===== src/rtl/iir_allpole_pkg.sv =====
// Shared types and arithmetic helpers for the serial all-pole IIR filter.
// Optional saturation is selected in the top level by IIR_ALLPOLE_SAT_EN.
package iir_allpole_pkg;

  typedef enum logic [1:0] {
    IDLE = 2'd0,
    MAC  = 2'd1,
    OUT  = 2'd2
  } state_e;

  function automatic int calc_accw(input int dw, input int cw, input int ntap);
    return dw + cw + $clog2(ntap) + 2;
  endfunction

  // Keep the low dw bits and sign-extend them back to 64 bits.
  function automatic logic signed [63:0] wrap_to(input logic signed [63:0] v, input int dw);
    logic signed [63:0] t;
    t = v <<< (64 - dw);
    return t >>> (64 - dw);
  endfunction

  function automatic logic signed [63:0] sat_to(input logic signed [63:0] v, input int dw);
    logic signed [63:0] hi;
    logic signed [63:0] lo;
    hi = (64'sd1 <<< (dw - 1)) - 64'sd1;
    lo = -(64'sd1 <<< (dw - 1));
    if (v > hi) begin
      return hi;
    end else if (v < lo) begin
      return lo;
    end else begin
      return v;
    end
  endfunction

endpackage


===== src/rtl/iir_coef_bank.sv =====
// Feedback coefficient register file a[1..NTAP]; writes land only while the
// filter is idle, reads are combinational by tap index.
module iir_coef_bank
  import iir_allpole_pkg::*;
#(
  parameter int NTAP = 8,
  parameter int CW   = 8,
  parameter int AW   = 4,
  parameter int RAW  = 5
) (
  input  logic                  clk,
  input  logic                  rst_n,
  input  logic                  i_idle,
  input  logic                  i_we,
  input  logic [AW-1:0]         i_addr,
  input  logic signed [CW-1:0]  i_data,
  input  logic [RAW-1:0]        i_rd_addr,
  output logic signed [CW-1:0]  o_rd_data
);

  logic signed [CW-1:0] r_coef [1:NTAP];

  // Coefficient storage; addresses 0 and above NTAP match no entry.
  always_ff @(posedge clk or negedge rst_n) begin
    if (!rst_n) begin
      for (int i = 1; i <= NTAP; i++) r_coef[i] <= '0;
    end else begin
      for (int i = 1; i <= NTAP; i++) begin
        if (i_we && i_idle && (i_addr == AW'(i))) r_coef[i] <= i_data;
      end
    end
  end

  // Tap read mux; out-of-range indices read as zero.
  always_comb begin
    o_rd_data = '0;
    for (int i = 1; i <= NTAP; i++) begin
      o_rd_data = (i_rd_addr == RAW'(i)) ? r_coef[i] : o_rd_data;
    end
  end

endmodule


===== src/rtl/iir_allpole_serial.sv =====
// Serial all-pole IIR: y[n] = x[n] - sum a[k]*y[n-k], one tap per clock.
// Define IIR_ALLPOLE_SAT_EN for saturating output and a sticky sat_flag port.
module iir_allpole_serial
  import iir_allpole_pkg::*;
#(
  parameter  int DW    = 8,
  parameter  int CW    = 8,
  parameter  int CFRAC = 6,
  parameter  int NTAP  = 8,
  localparam int KW    = $clog2(NTAP + 1)
) (
  input  logic                 clk,
  input  logic                 rst_n,
  input  logic                 in_valid,
  output logic                 in_ready,
  input  logic signed [DW-1:0] x_in,
  output logic                 out_valid,
  input  logic                 out_ready,
  output logic signed [DW-1:0] y_out,
  input  logic [KW-1:0]        n_taps,
  input  logic                 coef_we,
  input  logic [KW-1:0]        coef_addr,
  input  logic signed [CW-1:0] coef_data,
  input  logic                 clr
`ifdef IIR_ALLPOLE_SAT_EN
  ,
  output logic                 sat_flag
`endif
);

  localparam int ACCW = calc_accw(DW, CW, NTAP);
  localparam int PW   = DW + CW;

  state_e                r_state;
  state_e                w_next;
  logic signed [ACCW-1:0] r_acc;
  logic [KW:0]           r_k;
  logic [KW-1:0]         r_ntap_q;
  logic [KW-1:0]         w_ntap_in;
  logic signed [DW-1:0]  r_yh [1:NTAP];
  logic signed [CW-1:0]  w_coef;
  logic signed [DW-1:0]  w_yh_k;
  logic signed [PW-1:0]  w_prod;
  logic signed [63:0]    w_acc_ext;
  logic signed [63:0]    w_acc_shift;
  logic signed [DW-1:0]  w_y;
  logic                  w_accept;
  logic                  w_mac_step;

  assign in_ready   = (r_state == IDLE);
  assign w_accept   = in_valid && (r_state == IDLE);
  assign w_mac_step = (r_k <= {1'b0, r_ntap_q});
  assign w_ntap_in  = (n_taps > KW'(NTAP)) ? KW'(NTAP) : n_taps;
  assign w_prod     = PW'(w_coef) * PW'(w_yh_k);
  assign w_acc_ext  = {{(64 - ACCW){r_acc[ACCW-1]}}, r_acc};
  assign w_acc_shift = w_acc_ext >>> CFRAC;

`ifdef IIR_ALLPOLE_SAT_EN
  assign w_y = DW'(sat_to(w_acc_shift, DW));
`else
  assign w_y = DW'(wrap_to(w_acc_shift, DW));
`endif

  iir_coef_bank #(
    .NTAP (NTAP),
    .CW   (CW),
    .AW   (KW),
    .RAW  (KW + 1)
  ) u_coef_bank (
    .clk       (clk),
    .rst_n     (rst_n),
    .i_idle    (r_state == IDLE),
    .i_we      (coef_we),
    .i_addr    (coef_addr),
    .i_data    (coef_data),
    .i_rd_addr (r_k),
    .o_rd_data (w_coef)
  );

  // History tap select for the current k.
  always_comb begin
    w_yh_k = '0;
    for (int i = 1; i <= NTAP; i++) begin
      w_yh_k = (r_k == (KW + 1)'(i)) ? r_yh[i] : w_yh_k;
    end
  end

  // State register.
  always_ff @(posedge clk or negedge rst_n) begin
    if (!rst_n) r_state <= IDLE;
    else        r_state <= w_next;
  end

  // Next-state logic; clr overrides everything.
  always_comb begin
    w_next = r_state;
    if (clr) begin
      w_next = IDLE;
    end else begin
      case (r_state)
        IDLE:    w_next = w_accept ? MAC : IDLE;
        MAC:     w_next = w_mac_step ? MAC : OUT;
        OUT:     w_next = out_ready ? IDLE : OUT;
        default: w_next = IDLE;
      endcase
    end
  end

  // Accumulator, tap counter, history and output registers.
  always_ff @(posedge clk or negedge rst_n) begin
    if (!rst_n) begin
      r_acc     <= '0;
      r_k       <= '0;
      r_ntap_q  <= '0;
      out_valid <= 1'b0;
      y_out     <= '0;
      for (int i = 1; i <= NTAP; i++) r_yh[i] <= '0;
    end else if (clr) begin
      r_acc     <= '0;
      r_k       <= '0;
      out_valid <= 1'b0;
      for (int i = 1; i <= NTAP; i++) r_yh[i] <= '0;
    end else begin
      case (r_state)
        IDLE: begin
          if (w_accept) begin
            r_acc    <= ACCW'(x_in) <<< CFRAC;
            r_k      <= (KW + 1)'(1);
            r_ntap_q <= w_ntap_in;
          end
        end
        MAC: begin
          if (w_mac_step) begin
            r_acc <= r_acc - ACCW'(w_prod);
            r_k   <= r_k + (KW + 1)'(1);
          end else begin
            y_out     <= w_y;
            out_valid <= 1'b1;
            r_yh[1]   <= w_y;
            for (int i = 2; i <= NTAP; i++) r_yh[i] <= r_yh[i-1];
          end
        end
        OUT: begin
          if (out_ready) out_valid <= 1'b0;
        end
        default: begin
          out_valid <= 1'b0;
        end
      endcase
    end
  end

`ifdef IIR_ALLPOLE_SAT_EN
  // Sticky saturation indicator, raised when a finalised sample was clipped.
  always_ff @(posedge clk or negedge rst_n) begin
    if (!rst_n) begin
      sat_flag <= 1'b0;
    end else if (clr) begin
      sat_flag <= 1'b0;
    end else if ((r_state == MAC) && !w_mac_step &&
                 (sat_to(w_acc_shift, DW) != w_acc_shift)) begin
      sat_flag <= 1'b1;
    end
  end
`endif

endmodule


===== config.mk =====
export PLATFORM = sky130hd
export DESIGN_NAME = iir_allpole_serial
export DESIGN_NICKNAME = d
export VERILOG_FILES = /design/src/rtl/iir_allpole_pkg.sv /design/src/rtl/iir_coef_bank.sv /design/src/rtl/iir_allpole_serial.sv
export SDC_FILE = /design/constraint.sdc
export NUM_CORES = 1
export LEC_CHECK = 0
export CORE_ASPECT_RATIO = 1.25
export CORE_MARGIN = 2
export CORE_UTILIZATION = 34
export DETAILED_ROUTE_END_ITERATION = 12
export GPL_ROUTABILITY_DRIVEN = 0
export SYNTH_ARGS = -nofsm -noshare
export SYNTH_HDL_FRONTEND = slang
export SYNTH_SLANG_ARGS = --single-unit

===== constraint.sdc =====
create_clock -name clk -period 6.2 [get_ports clk]
set_input_delay 1.86 -clock clk [delete_from_list [all_inputs] [get_ports clk]]
set_output_delay 1.86 -clock clk [all_outputs]
set_load 0.01 [all_outputs]

==> impl_metrics.json <==
{
  "status": "completed",
  "r2r-end": "r_acc[11]",
  "first_pass_iters": 5,
  "die_w_um": 157.7,
  "whs_endpoint": "r_ntap_q[2]",
  "drt-total-wl_um": 26920,
  "tightest_slew_ps": 1072,
  "synthArstFlopShare_pct": 100.0,
  "finalCritPeriodShare_pct": 98.71,
  "hp-start": "r_ntap_q[2]",
  "post-route-drc-count": 0,
  "ys_top_cells_by_count": "162 x dfrtp_1, 94 x inv_1, 73 x mux2_2, 64 x a22o_1, 59 x nor2_1",
  "critPathLaunchType": "flop",
  "ys_types": 63,
  "crit_fanout": 7,
  "hold_viol_final": 0,
  "clk_pin_slew_ps": 60,
  "io_buffers": 39,
  "area_growth_pct": 28.65,
  "cp.arrival_ps": 6400,
  "p_per_area_nw_per_um2": 277.8,
  "hold_class": "reg -> reg",
  "syn_nets": 1029,
  "finalWorstPathRequiredPeriod_ps": 6120,
  "cts_hold_buf": 0,
  "cp.required_ps": 6480,
  "grt_pass1_wl_um": 42570,
  "fin_nets": 1167,
  "r2r_setup_slack_ps": 80,
  "critPathSlowestCell": "fa_1",
  "avgSynthCellArea_um2": 11.09,
  "num_antenna_cells": 0,
  "postRouteAntennaNets": 0,
  "die_h_um": 196.1,
  "power.leakage_nw": 5.582,
  "ys_ff_latch": 162,
  "syn_inst": 905,
  "insertion_delay_ps": 430,
  "grt-ovfl-total": 0,
  "placed_cells": 1388,
  "vias_per_cell": 5.213,
  "fin_worst_skew_ps": 9.791,
  "grt_start_max_net_pins": 89,
  "grt_pass1_vias": 7675,
  "dieArea_um2": 30920,
  "tritoncts": "yes",
  "yosysSeqAreaShare_pct": 40.39,
  "drt_iter0_markers": 509,
  "ir_drop_uv": 188.7,
  "r2r_cells": 28,
  "synthFlopType": "dfrtp_1",
  "drv_slew": 0,
  "cts_max_path_buffers": 2,
  "rsz0062_at_grt": "true",
  "antenna_found_initial": 0,
  "crit_top_cell": "fa_1",
  "row_count": 70,
  "synth_area_leaders": "dfrtp_1 40%, fa_1 11%, mux2_2 8.2%",
  "min_path_cells": 2,
  "end_kind": "flop",
  "htreeDepth": 4,
  "synth_area_leader_cell": "dfrtp_1",
  "synth.yosys.warnings": 0,
  "r2r_start": "r_k[0]",
  "core_um2": 29170,
  "synth_edf_count": 0,
  "worst_hold_slack_ps": 491.7,
  "slowest_delay_ps": 560,
  "yosysMostFrequentCell": "dfrtp_1",
  "fill_cells": 2698,
  "max_freq_ghz": 0.1634,
  "fin_cells": 1452,
  "synth_top_area_share_pct": 40.39,
  "finalSetupViolCount": 0,
  "cts_buffers": 17,
  "clock_sinks": 162,
  "track_usage_pct": 17.81,
  "max-slew-margin-rel_pct": 28.37,
  "root_buffer": "clkbuf_16",
  "ioPinCount": 40,
  "maxCapViolCount": 0,
  "dpl.hpwl_um": 18770,
  "worstSetupPathType": "reg -> reg",
  "start_util_pct": 34.41,
  "num_vias": 7570,
  "synth_area_um2": 10040,
  "avgRoutedWirePerCell_um": 18.54,
  "drive_above_1_share_pct": 31.82
}
==> worst max-delay path by stage <==
stage / startpoint / endpoint / slack, ps
after floorplan: r_k[2] / r_acc[13] / 2
after global placement: r_k[0] / r_acc[12] / -250
after detailed placement: r_k[0] / r_acc[12] / -300
after CTS: r_k[0] / r_acc[11] / -20
after global routing: r_k[0] / r_acc[11] / -160
final: r_k[0] / r_acc[11] / 80
==> area by class of cell <==
cell class | instances | area (um2) | area share (%)
Multi-Input combinational cell | 605 | 5867 | 45.44
Timing Repair Buffer | 163 | 1535 | 11.89
Inverter | 94 | 352.8 | 2.733
Clock buffer | 23 | 488.0 | 3.779
Clock inverter | 9 | 120.1 | 0.9302
Sequential cell | 162 | 4054 | 31.40
Tap cell | 396 | 495.5 | 3.837
==> flip-flops by register name (all words and copies together), names as in the netlist <==
name,cells
u_coef_bank.r_coef,64
out_valid,1
r_ntap_q,4
y_out,8
r_k,5
r_yh,64
r_state,2
r_acc,14
==> routing by layer <==
| layer | share of wire [%] | global-route usage [%] | up-vias |
|---|---|---|---|
| li1 | - | - | 3498 |
| met1 | 44 | 23.69 | 3878 |
| met2 | 50 | 29.74 | 159 |
| met3 | 3.3 | 3.093 | 35 |
| met4 | 2.1 | 4.983 | 0 |
| met5 | 0 | 0 | - |
==> logic make-up after synthesis <==
kind of cell             share of synthesized area (%)
AND/OR/NAND/NOR                                  9.200
multiplexers                                     8.689
flip-flops                                       40.39
AO/OA/AOI/OAI                                    17.89
adder cells (fa/ha/maj)                          15.86
buffers and inverters                            5.447
XOR/XNOR                                         2.531
==> cells in the final DEF (no fill, tap or decap), drive strengths merged, types with 25 or more instances in the layout <==
master / count
a21oi: 35
a22o: 64
a22oi: 25
buf: 123
clkbuf: 25
clkdlybuf4s50: 38
dfrtp: 162
fa: 54
ha: 40
inv: 96
mux2: 75
nand2: 36
nor2: 60
o21ai: 25
==> repair_timing <==
action / CTS / global route
gates resized for setup: 32 / 78
pin swaps: 16 / 65
setup endpoints to repair: 7 / 7
buffers inserted: 12 / 19
cloned: 1 / 2
==> worst max-delay path, delay by kind of cell, from the launching register on <==
family                   cells  cell delay [ps]
XOR/XNOR                     1              170
flip-flops                   1              410
AND/OR/NAND/NOR              2              190
buffers and inverters        9             1080
adder cells (fa/ha/maj)      7             2660
AO/OA/AOI/OAI                9             1470
==> per-stage QoR <==
stage	TNS [ps]	setup WS, ps	total power, mW	instance area (um2)	util, %
final	0	79.89	3.587	12910	44.27
after global routing	-496.8	-163.2	3.772	12910	44.27
after CTS	-21.84	-21.22	3.493	12420	42.59
after detailed placement	-1146	-296.8	2.344	11550	39.60
after global placement	-940.9	-253.3	2.328	11550	39.60
after floorplan	0	1.859	1.934	10070	-
==> power breakdown <==
group	switching (mW)	internal, mW
Sequential	0.139	1.24
Clock	0.455	0.643
Combinational	0.524	0.587
(Power assumes the default switching activity.)
